--- config.mk ---
export PLATFORM = sky130hd
export DESIGN_NAME = uart_rx_tick_gen
export DESIGN_NICKNAME = d
export VERILOG_FILES = /design/src/rtl/uart_pkg.sv /design/src/rtl/uart_baud_div_rom.sv /design/src/rtl/uart_rx_tick_gen.sv
export SDC_FILE = /design/constraint.sdc
export NUM_CORES = 1
export LEC_CHECK = 0
export CORE_MARGIN = 10
export CORE_UTILIZATION = 44
export DETAILED_ROUTE_END_ITERATION = 7
export PLACE_DENSITY = 0.73
export SLEW_MARGIN = 20
export SYNTH_ARGS = -nofsm -noshare
export SYNTH_HDL_FRONTEND = slang
export SYNTH_SLANG_ARGS = --single-unit
--- constraint.sdc ---
create_clock -name clk -period 1.9 [get_ports clk]
set_input_delay 0.285 -clock clk [delete_from_list [all_inputs] [get_ports clk]]
set_output_delay 0.285 -clock clk [all_outputs]
set_load 0.1 [all_outputs]
--- src/rtl/uart_pkg.sv ---
// Shared UART definitions: baud rate table, divisor helpers and RX timing state encoding.
package uart_pkg;

    localparam int unsigned NUM_BAUD = 8;

    typedef enum logic [0:0] {
        StIdle = 1'b0,
        StRun  = 1'b1
    } rx_state_e;

    function automatic int unsigned baud_rate(input int unsigned code);
        case (code)
            0:       return 9600;
            1:       return 19200;
            2:       return 38400;
            3:       return 57600;
            4:       return 115200;
            5:       return 230400;
            6:       return 460800;
            default: return 921600;
        endcase
    endfunction

    function automatic int unsigned clog2(input int unsigned value);
        longint unsigned p;
        int unsigned     r;
        p = 64'd1;
        r = 0;
        while (p < 64'(value)) begin
            p = p << 1;
            r = r + 1;
        end
        return r;
    endfunction

    // Sample period minus one; rates too fast for the clock clamp to a period of one cycle.
    function automatic int unsigned baud_div(input int unsigned clk_freq,
                                             input int unsigned oversample,
                                             input int unsigned code);
        int unsigned q;
        q = clk_freq / (baud_rate(code) * oversample);
        return (q == 0) ? 0 : q - 1;
    endfunction

    function automatic int unsigned max_div(input int unsigned clk_freq,
                                            input int unsigned oversample);
        int unsigned m;
        m = 0;
        for (int unsigned k = 0; k < NUM_BAUD; k++) begin
            if (baud_div(clk_freq, oversample, k) > m) m = baud_div(clk_freq, oversample, k);
        end
        return m;
    endfunction

    // Never narrower than one bit, even when every rate collapses to DIV = 0.
    function automatic int unsigned div_width(input int unsigned clk_freq,
                                              input int unsigned oversample);
        int unsigned w;
        w = clog2(max_div(clk_freq, oversample) + 1);
        return (w == 0) ? 1 : w;
    endfunction

endpackage

--- src/rtl/uart_baud_div_rom.sv ---
// Combinational baud code to prescaler divisor lookup, resolved at elaboration.
module uart_baud_div_rom
    import uart_pkg::*;
#(
    parameter int unsigned CLK_FREQ   = 125_000_000,
    parameter int unsigned OVERSAMPLE = 16,
    parameter int unsigned DIV_W      = div_width(CLK_FREQ, OVERSAMPLE)
) (
    input  logic [2:0]       baud_sel,
    output logic [DIV_W-1:0] div
);

    localparam logic [DIV_W-1:0] DIV_TABLE [NUM_BAUD] = '{
        DIV_W'(baud_div(CLK_FREQ, OVERSAMPLE, 0)),
        DIV_W'(baud_div(CLK_FREQ, OVERSAMPLE, 1)),
        DIV_W'(baud_div(CLK_FREQ, OVERSAMPLE, 2)),
        DIV_W'(baud_div(CLK_FREQ, OVERSAMPLE, 3)),
        DIV_W'(baud_div(CLK_FREQ, OVERSAMPLE, 4)),
        DIV_W'(baud_div(CLK_FREQ, OVERSAMPLE, 5)),
        DIV_W'(baud_div(CLK_FREQ, OVERSAMPLE, 6)),
        DIV_W'(baud_div(CLK_FREQ, OVERSAMPLE, 7))
    };

    assign div = DIV_TABLE[baud_sel];

endmodule

--- src/rtl/uart_rx_tick_gen.sv ---
// UART RX timing generator: oversampled sample ticks, bit-centre and end-of-bit strobes,
// running bit index and automatic end of frame.
module uart_rx_tick_gen
    import uart_pkg::*;
#(
    parameter int unsigned CLK_FREQ   = 125_000_000,
    parameter int unsigned OVERSAMPLE = 16,
    parameter int unsigned FRAME_BITS = 10
) (
    input  logic       clk,
    input  logic       reset_n,
    input  logic [2:0] baud_sel,
    input  logic       rx_start,
    input  logic       rx_done,
    output logic       busy,
    output logic       sample_tick,
    output logic       mid_tick,
    output logic       bit_tick,
    output logic [3:0] bit_idx,
    output logic       frame_end
);

    localparam int unsigned DIV_W = div_width(CLK_FREQ, OVERSAMPLE);
    localparam int unsigned PH_W  = clog2(OVERSAMPLE);

    localparam logic [PH_W-1:0] PH_MID    = PH_W'(OVERSAMPLE / 2 - 1);
    localparam logic [PH_W-1:0] PH_LAST   = PH_W'(OVERSAMPLE - 1);
    localparam logic [3:0]      FRAME_LEN = 4'(FRAME_BITS);

    rx_state_e        state_q, state_d;
    logic [DIV_W-1:0] div_q, div_d;
    logic [DIV_W-1:0] pre_cnt_q, pre_cnt_d;
    logic [PH_W-1:0]  phase_q, phase_d;
    logic [3:0]       bit_idx_q, bit_idx_d;
    logic             sample_tick_q, sample_tick_d;
    logic             mid_tick_q, mid_tick_d;
    logic             bit_tick_q, bit_tick_d;
    logic             frame_end_q, frame_end_d;
    logic [DIV_W-1:0] rom_div;
    logic             evt;

    uart_baud_div_rom #(
        .CLK_FREQ   (CLK_FREQ),
        .OVERSAMPLE (OVERSAMPLE),
        .DIV_W      (DIV_W)
    ) u_div_rom (
        .baud_sel (baud_sel),
        .div      (rom_div)
    );

    assign evt = (state_q == StRun) && (pre_cnt_q == div_q);

    always_comb begin
        state_d       = state_q;
        div_d         = div_q;
        pre_cnt_d     = pre_cnt_q;
        phase_d       = phase_q;
        bit_idx_d     = bit_idx_q;
        sample_tick_d = 1'b0;
        mid_tick_d    = 1'b0;
        bit_tick_d    = 1'b0;
        frame_end_d   = 1'b0;

        case (state_q)
            StIdle: begin
                if (rx_start) begin
                    state_d   = StRun;
                    div_d     = rom_div;
                    pre_cnt_d = '0;
                    phase_d   = '0;
                    bit_idx_d = '0;
                end
            end

            StRun: begin
                if (evt) begin
                    pre_cnt_d = '0;
                    phase_d   = (phase_q == PH_LAST) ? '0 : phase_q + PH_W'(1);
                end else begin
                    pre_cnt_d = pre_cnt_q + DIV_W'(1);
                end

                sample_tick_d = evt;
                mid_tick_d    = evt && (phase_q == PH_MID);
                bit_tick_d    = evt && (phase_q == PH_LAST);

                if (bit_tick_d) begin
                    bit_idx_d = (bit_idx_q == 4'hf) ? 4'hf : bit_idx_q + 4'd1;
                    if (bit_idx_d == FRAME_LEN) begin
                        frame_end_d = 1'b1;
                        state_d     = StIdle;
                    end
                end

                // An abort still lets a coinciding tick out, but nothing after it.
                if (rx_done) state_d = StIdle;

                if (state_d == StIdle) begin
                    pre_cnt_d = '0;
                    phase_d   = '0;
                end
            end

            default: begin
                state_d   = StIdle;
                pre_cnt_d = '0;
                phase_d   = '0;
            end
        endcase
    end

    always_ff @(posedge clk) begin
        if (!reset_n) begin
            state_q       <= StIdle;
            div_q         <= '0;
            pre_cnt_q     <= '0;
            phase_q       <= '0;
            bit_idx_q     <= '0;
            sample_tick_q <= 1'b0;
            mid_tick_q    <= 1'b0;
            bit_tick_q    <= 1'b0;
            frame_end_q   <= 1'b0;
        end else begin
            state_q       <= state_d;
            div_q         <= div_d;
            pre_cnt_q     <= pre_cnt_d;
            phase_q       <= phase_d;
            bit_idx_q     <= bit_idx_d;
            sample_tick_q <= sample_tick_d;
            mid_tick_q    <= mid_tick_d;
            bit_tick_q    <= bit_tick_d;
            frame_end_q   <= frame_end_d;
        end
    end

    assign busy        = (state_q == StRun);
    assign sample_tick = sample_tick_q;
    assign mid_tick    = mid_tick_q;
    assign bit_tick    = bit_tick_q;
    assign bit_idx     = bit_idx_q;
    assign frame_end   = frame_end_q;

endmodule

==> flow_summary_export.csv, run 1 <==
group,metric,value,unit
layout,num_antenna_cells,0,
detailed_routing,vias,1409,
floorplan,std_cell_rows,22,
detailed_routing,totalWireLength,3430,µm
layout,multiInputGateArea,927,µm²
yosys,ys_warn_count,0,
clocking,clk_latency,0.29,ns
placed_design,hpwl,2580,µm
detailed_routing,wire_per_inst,12.4,µm
timing,hold_viol_final,0,
clocking,clock_sinks,33,
worst_setup_path,worstRegToRegCells,5,
pwr,fin_total_pwr,1.56,mW
clocking,numCtsBuffers,5,
yosys,synth_top_area_cell,"dfxtp_1",
timing,slew_headroom,75.3,%
outcome,outcome,"completed",
floorplan,die_x,81.3,µm
layout,num-fill-cells,369,
yosys,synth_seq_cells,33,
global_route,overflow,0,
worst_setup_path,startpoint_type,"flip-flop",
worst_setup_path,r2r-end,"phase_q[0]",
clocking,cts_max_path_buffers,2,
run,cap_violations,0,
layout,area_growth,24.3,%
pwr,leakagePower,0.750,nW
worst_hold_path,hold_path_class,"flip-flop to flip-flop",
detailed_routing,drc_errors,0,
timing,tns,0,ns
detailed_routing,drt-initial-drc-count,90,
timing,max_freq,0.579,GHz
clocking,postCtsResizedCells,0,
global_route,grt_pass1_vias,1258,
worst_setup_path,r2r-start,"pre_cnt_q[8]",
clocking,cts_tree,"yes",
pwr,power.density,762,nW/µm²
placed_design,io_buffers,15,
floorplan,die_area,6600,µm²
layout,drive_gt1_share,19.2,%
floorplan,io_pins,16,
clocking,htree_levels,2,
floorplan,die_height,81.3,µm
worst_setup_path,critPathArrivalTime,1.95,ns
yosys,seq_area_frac_synth,40.0,%
timing,tightest_slew,0.370,ns
timing,rsz0062_at_grt,"no",
layout,seq_area,664,µm²
timing,setup_viol_count_final,0,
clocking,post_cts.repair.setup_buffers,0,
clocking,root_buffer,"clkbuf_8",
timing,fin_skew,0.00791,ns
detailed_routing,vias_per_cell,5.09,
worst_hold_path,min-delay-start,"phase_q[3]",
worst_setup_path,cp-end-kind,"flip-flop",
worst_setup_path,crit_fanout,4,
timing,post-route-period-util,90.8,%
worst_setup_path,crit_required,2.13,ns
global_route,antenna_found_initial,0,
worst_hold_path,hold_end,"mid_tick",
yosys,synthTopCellsByArea,"dfxtp_1, xnor2_1, nor2_1",
detailed_routing,drtPass1Iterations,4,
clocking,cts.hold.buffers_added,0,
worst_hold_path,min_path_cells,1,
yosys,synth_nets,210,
placed_design,place_congestion,0.822,
yosys,synthesis.area,1650,µm²
yosys,synthDistinctLibCells,36,
detailed_routing,postRouteAntennaNets,0,
timing,finalMaxSlewViolations,0,
floorplan,core,3630,µm²
layout,num-nets-final,240,
timing,period_minus_slack,1.73,ns
floorplan,start_util,45.5,%
global_route,grtUsageTotal,11.1,%
yosys,syn_inst,199,
yosys,synth.avg_cell_area,8.30,µm²
worst_setup_path,r2r_slack,0.17,ns
global_route,grt_pass1_wl,5730,µm
clocking,cts.reportedPaths.clkPinSlew,0.06,ns
pwr,vdd_ir_drop_max,0.611,mV
worst_setup_path,critPathKind,"flip-flop to flip-flop",
global_route,grt_max_degree,20,
yosys,synth_top_area_share,40.0,%
[how the worst max path moves through the flow]
stage | startpoint | end | depth (start not counted)
after detailed placement | pre_cnt_q[8] | bit_idx[2] | 6
after CTS | div_q[9] | bit_idx[0] | 6
after global routing | div_q[9] | bit_idx[0] | 6
after floorplan | bit_idx[2] | phase_q[1] | 5
final | pre_cnt_q[8] | phase_q[0] | 5
after global placement | pre_cnt_q[8] | bit_idx[3] | 6
[synthesized netlist by cell type (all sizes together)]
library cell,count
o22ai,1
o311a,1
or4,2
inv,8
nand2,19
nor3,10
o32ai,1
nor2,21
o211ai,1
nor4,3
and2,4
clkbuf,5
a32o,2
ha,4
a211oi,2
xnor2,13
nand3,7
nand4,5
or3,2
xor2,4
mux2i,5
o41a,1
and3,4
a21oi,11
buf,4
dfxtp,33
o21ai,12
o221ai,1
or2,2
nor2b,11
[through the flow]
stage / worst slack [ns] / instance area [µm²] / utilization, % / std cells / hold slack, ns
after global placement: 0.0925 / 1940 / 53.4 / 270 / 0.480
after detailed placement: 0.0498 / 1940 / 53.4 / 270 / 0.482
final: 0.174 / 2050 / 56.5 / 277 / 0.498
after CTS: 0.0339 / 2040 / 56.2 / 277 / 0.494
after floorplan: 0.00397 / 1660 / - / 199 / 0.436
after global routing: 0.0404 / 2050 / 56.5 / 277 / 0.511
[registers in the layout, indices dropped and copies added (netlist names)]
name and count:
bit_idx 4, bit_tick 1, busy 1, div_q 10
frame_end 1, mid_tick 1, phase_q 4, pre_cnt_q 10
sample_tick 1
[report_power, final]
group          internal [mW]  total (mW)  switching [mW]
Clock                  0.381       0.631           0.250
Combinational         0.0900       0.210           0.120
Sequential             0.709       0.723          0.0134
[worst max-delay path, stage by stage, from the launching register on]
cell,delay (ns)
dfxtp_1,0.38
xnor2_1,0.13
nand4_1,0.13
or3_4,0.43
or4_4,0.52
o21ai_2,0.06
[cells by family after synthesis]
kind of cell	Yosys count	share of synthesized area [%]
AO/OA/AOI/OAI	33	12.7
XOR/XNOR	17	9.47
adder cells (fa/ha/maj)	4	3.03
buffers and inverters	17	4.47
flip-flops	33	40.0
multiplexers	5	3.03
AND/OR/NAND/NOR	90	27.3
[layout by cell type, fill, tap and decap left out, types with 2 or more instances in the layout]
cell type,synthesis,final
a211oi_1,2,2
a21oi_1,11,11
a32o_1,2,2
and2_1,4,4
and3_1,4,4
buf_4,0,25
clkbuf_8,0,5
clkdlybuf4s50_1,0,6
dfxtp_1,33,30
dfxtp_2,0,3
ha_1,4,4
inv_1,8,8
mux2i_1,5,5
nand2_1,19,19
nand3_1,7,7
nand4_1,5,5
nor2_1,20,20
nor2b_1,11,11
nor3_1,10,10
nor4_1,3,3
o21ai_0,10,10
o21ai_2,2,2
or2_2,2,2
xnor2_1,12,12
xor2_1,4,4
[cell type report]
class	count	area share [%]
multi-input cells	149	45.2
flip-flops and latches	33	32.4
repair buffers	32	13.0
clock buffers	5	3.35
well taps	48	2.93
clock inverters	2	1.71
inverters	8	1.46
[layer usage]
layer  global-route usage (%)  vias to the layer above  wire [µm]
met5                        0                        -          0
met4                     7.27                        0        100
met3                     2.98                        6        164
met2                     17.0                       29       1570
met1                     13.5                      627       1600
li1                         -                      747          -
Note: power is estimated with default switching activity, not from simulation.
==> run 2, diff against run 1 <==
SKIP_CTS_REPAIR_TIMING = 1   (was unset)
==> results of run 2 <==
No change in the layout: final DEF, timing and power equal those of run 1.
==> run 3, diff against run 2 <==
CORE_MARGIN = unset   (was 10)
==> run 3 against run 2 <==
- die area shrank 39%
- wire length grew 2.1%
- critical path depth stayed put
- design area fell by 0.98%
- global-route usage grew 9.2 points
- fmax down 0.16%
- setup slack worse by 0.0027 ns
- critical path type unchanged
- largest cell class unchanged
==> flow_summary_export.csv, run 3 (synthesis gave the netlist of run 1 again) <==
group,metric,value,unit
outcome,outcome,"completed",
detailed_routing,vias_per_cell,5.27,
timing,setup_viol_count_final,0,
timing,tightest_slew,0.372,ns
layout,drive_gt1_share,18.8,%
global_route,grt_pass1_wl,6420,µm
floorplan,core,3470,µm²
placed_design,place_congestion,0.826,
detailed_routing,totalWireLength,3500,µm
worst_setup_path,r2r-start,"div_q[6]",
floorplan,std_cell_rows,21,
placed_design,placed_area,1940,µm²
worst_setup_path,cp-end-kind,"flip-flop",
timing,period_minus_slack,1.73,ns
worst_setup_path,startpoint,"div_q[6]",
floorplan,die_x,63.3,µm
worst_setup_path,critPathTopFamily,"simple AND/OR/NAND/NOR gates",
detailed_routing,postRouteAntennaNets,0,
worst_setup_path,startpoint_type,"flip-flop",
floorplan,die_height,63.3,µm
layout,final_common_cell,"dfxtp_1",
floorplan,die_area,4000,µm²
worst_setup_path,crit_fanout,8,
placed_design,io_buffers,15,
clocking,numCtsBuffers,5,
timing,slew_headroom,75.1,%
timing,tns,0,ns
timing,hold_viol_final,0,
detailed_routing,drt-initial-drc-count,91,
layout,area_growth,23.1,%
run,cap_violations,0,
worst_setup_path,critPathArrivalTime,1.89,ns
worst_setup_path,r2r_slack,0.17,ns
layout,reg_top3,"div_q x10, pre_cnt_q x10",
layout,num_antenna_cells,0,
timing,fin_skew,0.00374,ns
global_route,antenna_found_initial,0,
global_route,grt_max_degree,20,
worst_setup_path,worstRegToRegCells,5,
clocking,cts.reportedPaths.clkPinSlew,0.06,ns
timing,finalMaxSlewViolations,0,
detailed_routing,vias,1448,
global_route,grtUsageTotal,20.3,%
pwr,leakagePower,0.741,nW
pwr,power.density,718,nW/µm²
timing,rsz0062_at_grt,"no",
pwr,vdd_ir_drop_max,0.453,mV
floorplan,io_pins,16,
worst_setup_path,crit_end,"busy",
timing,max_freq,0.578,GHz
timing,post-route-period-util,91.0,%
clocking,htree_levels,2,
worst_setup_path,slowest_stage,"or3_4",
detailed_routing,drtPass1Iterations,4,
clocking,cts_tree,"yes",
global_route,overflow,0,
worst_setup_path,cp_cell_sequence,"xnor2_1, nand4_1, or3_4, buf_4, o311a_1",
layout,final_util,58.6,%
layout,num-nets-final,240,
clocking,clk_latency,0.28,ns
worst_setup_path,crit_required,2.07,ns
layout,layout_common_cells,"dfxtp_1, buf_4, nor2_1",
clocking,root_buffer,"clkbuf_8",
worst_setup_path,r2r-end,"busy",
detailed_routing,drc_errors,0,
worst_setup_path,critPathKind,"flip-flop to flip-flop",
layout,final_area,2030,µm²
floorplan,start_util,47.6,%
clocking,cts_max_path_buffers,2,
worst_hold_path,hold_path_class,"flip-flop to flip-flop",
global_route,grt_pass1_vias,1404,
worst_setup_path,cp.buffers_inverters,1,
placed_design,hpwl,2640,µm
detailed_routing,wire_per_inst,12.7,µm
worst_setup_path,cpPeakStageDelay,0.43,ns
worst_setup_path,cp.depth,5,
clocking,clock_sinks,33,
==> run 3: cell count changes in the layout (fill, tap and decap cells not counted) <==
cell,previous run,this run
clkbuf_8,5,6
clkbuf_1,0,1
bufinv_16,1,0
clkinv_2,1,0
==> run 3: how the worst min path moves through the flow <==
stage / from / to / slack (ns) / cells past startpoint
6_report: phase_q[2] / mid_tick / 0.49 / 2
3_3_place_gp: phase_q[2] / mid_tick / 0.48 / 2
4_1_cts: phase_q[1] / phase_q[1] / 0.50 / 2
2_1_floorplan: baud_sel[0] / div_q[0] / 0.44 / 2
3_5_place_dp: phase_q[1] / phase_q[1] / 0.49 / 2
5_1_grt: phase_q[3] / mid_tick / 0.51 / 1
==> run 3: stage by stage <==
step	power, mW	setup slack (ns)	cells	hold WS (ns)
after floorplan	0.872	0.00397	199	0.436
after global routing	1.53	0.00285	275	0.515
after global placement	0.940	0.0756	268	0.478
after detailed placement	0.944	0.0557	268	0.487
final	1.46	0.171	275	0.493
after CTS	1.47	0.0361	275	0.496
==> run 3: routing by layer <==
layer,vias up,GRT usage (%),part of all wire [%],routed length (µm)
met3,7,4.89,2.5,87
met2,15,33.3,47,1640
met5,-,0,0,0
met4,0,7.67,1.9,66
li1,748,-,-,-
met1,678,25.5,49,1710
==> run 3: worst reg2reg max path, delay by kind of cell, from the launching register on <==
kind	cells	cell delay, ns
simple gates	2	0.57
compound gates	1	0.36
flops	1	0.32
buf+inv	1	0.18
xor+xnor	1	0.17
==> run 3: area by class of cell <==
class	instances	area, µm²
multi-input cells	149	927
fillers	334	1440
flip-flops and latches	33	664
inverters	8	30.0
well taps	46	57.6
repair buffers	32	268
clock buffers	7	86.3
==> run 3: where the power goes <==
part | switching (mW) | internal [mW]
registers | 0.0139 | 0.709
logic | 0.123 | 0.0901
clock network | 0.238 | 0.287
total | 0.375 | 1.09
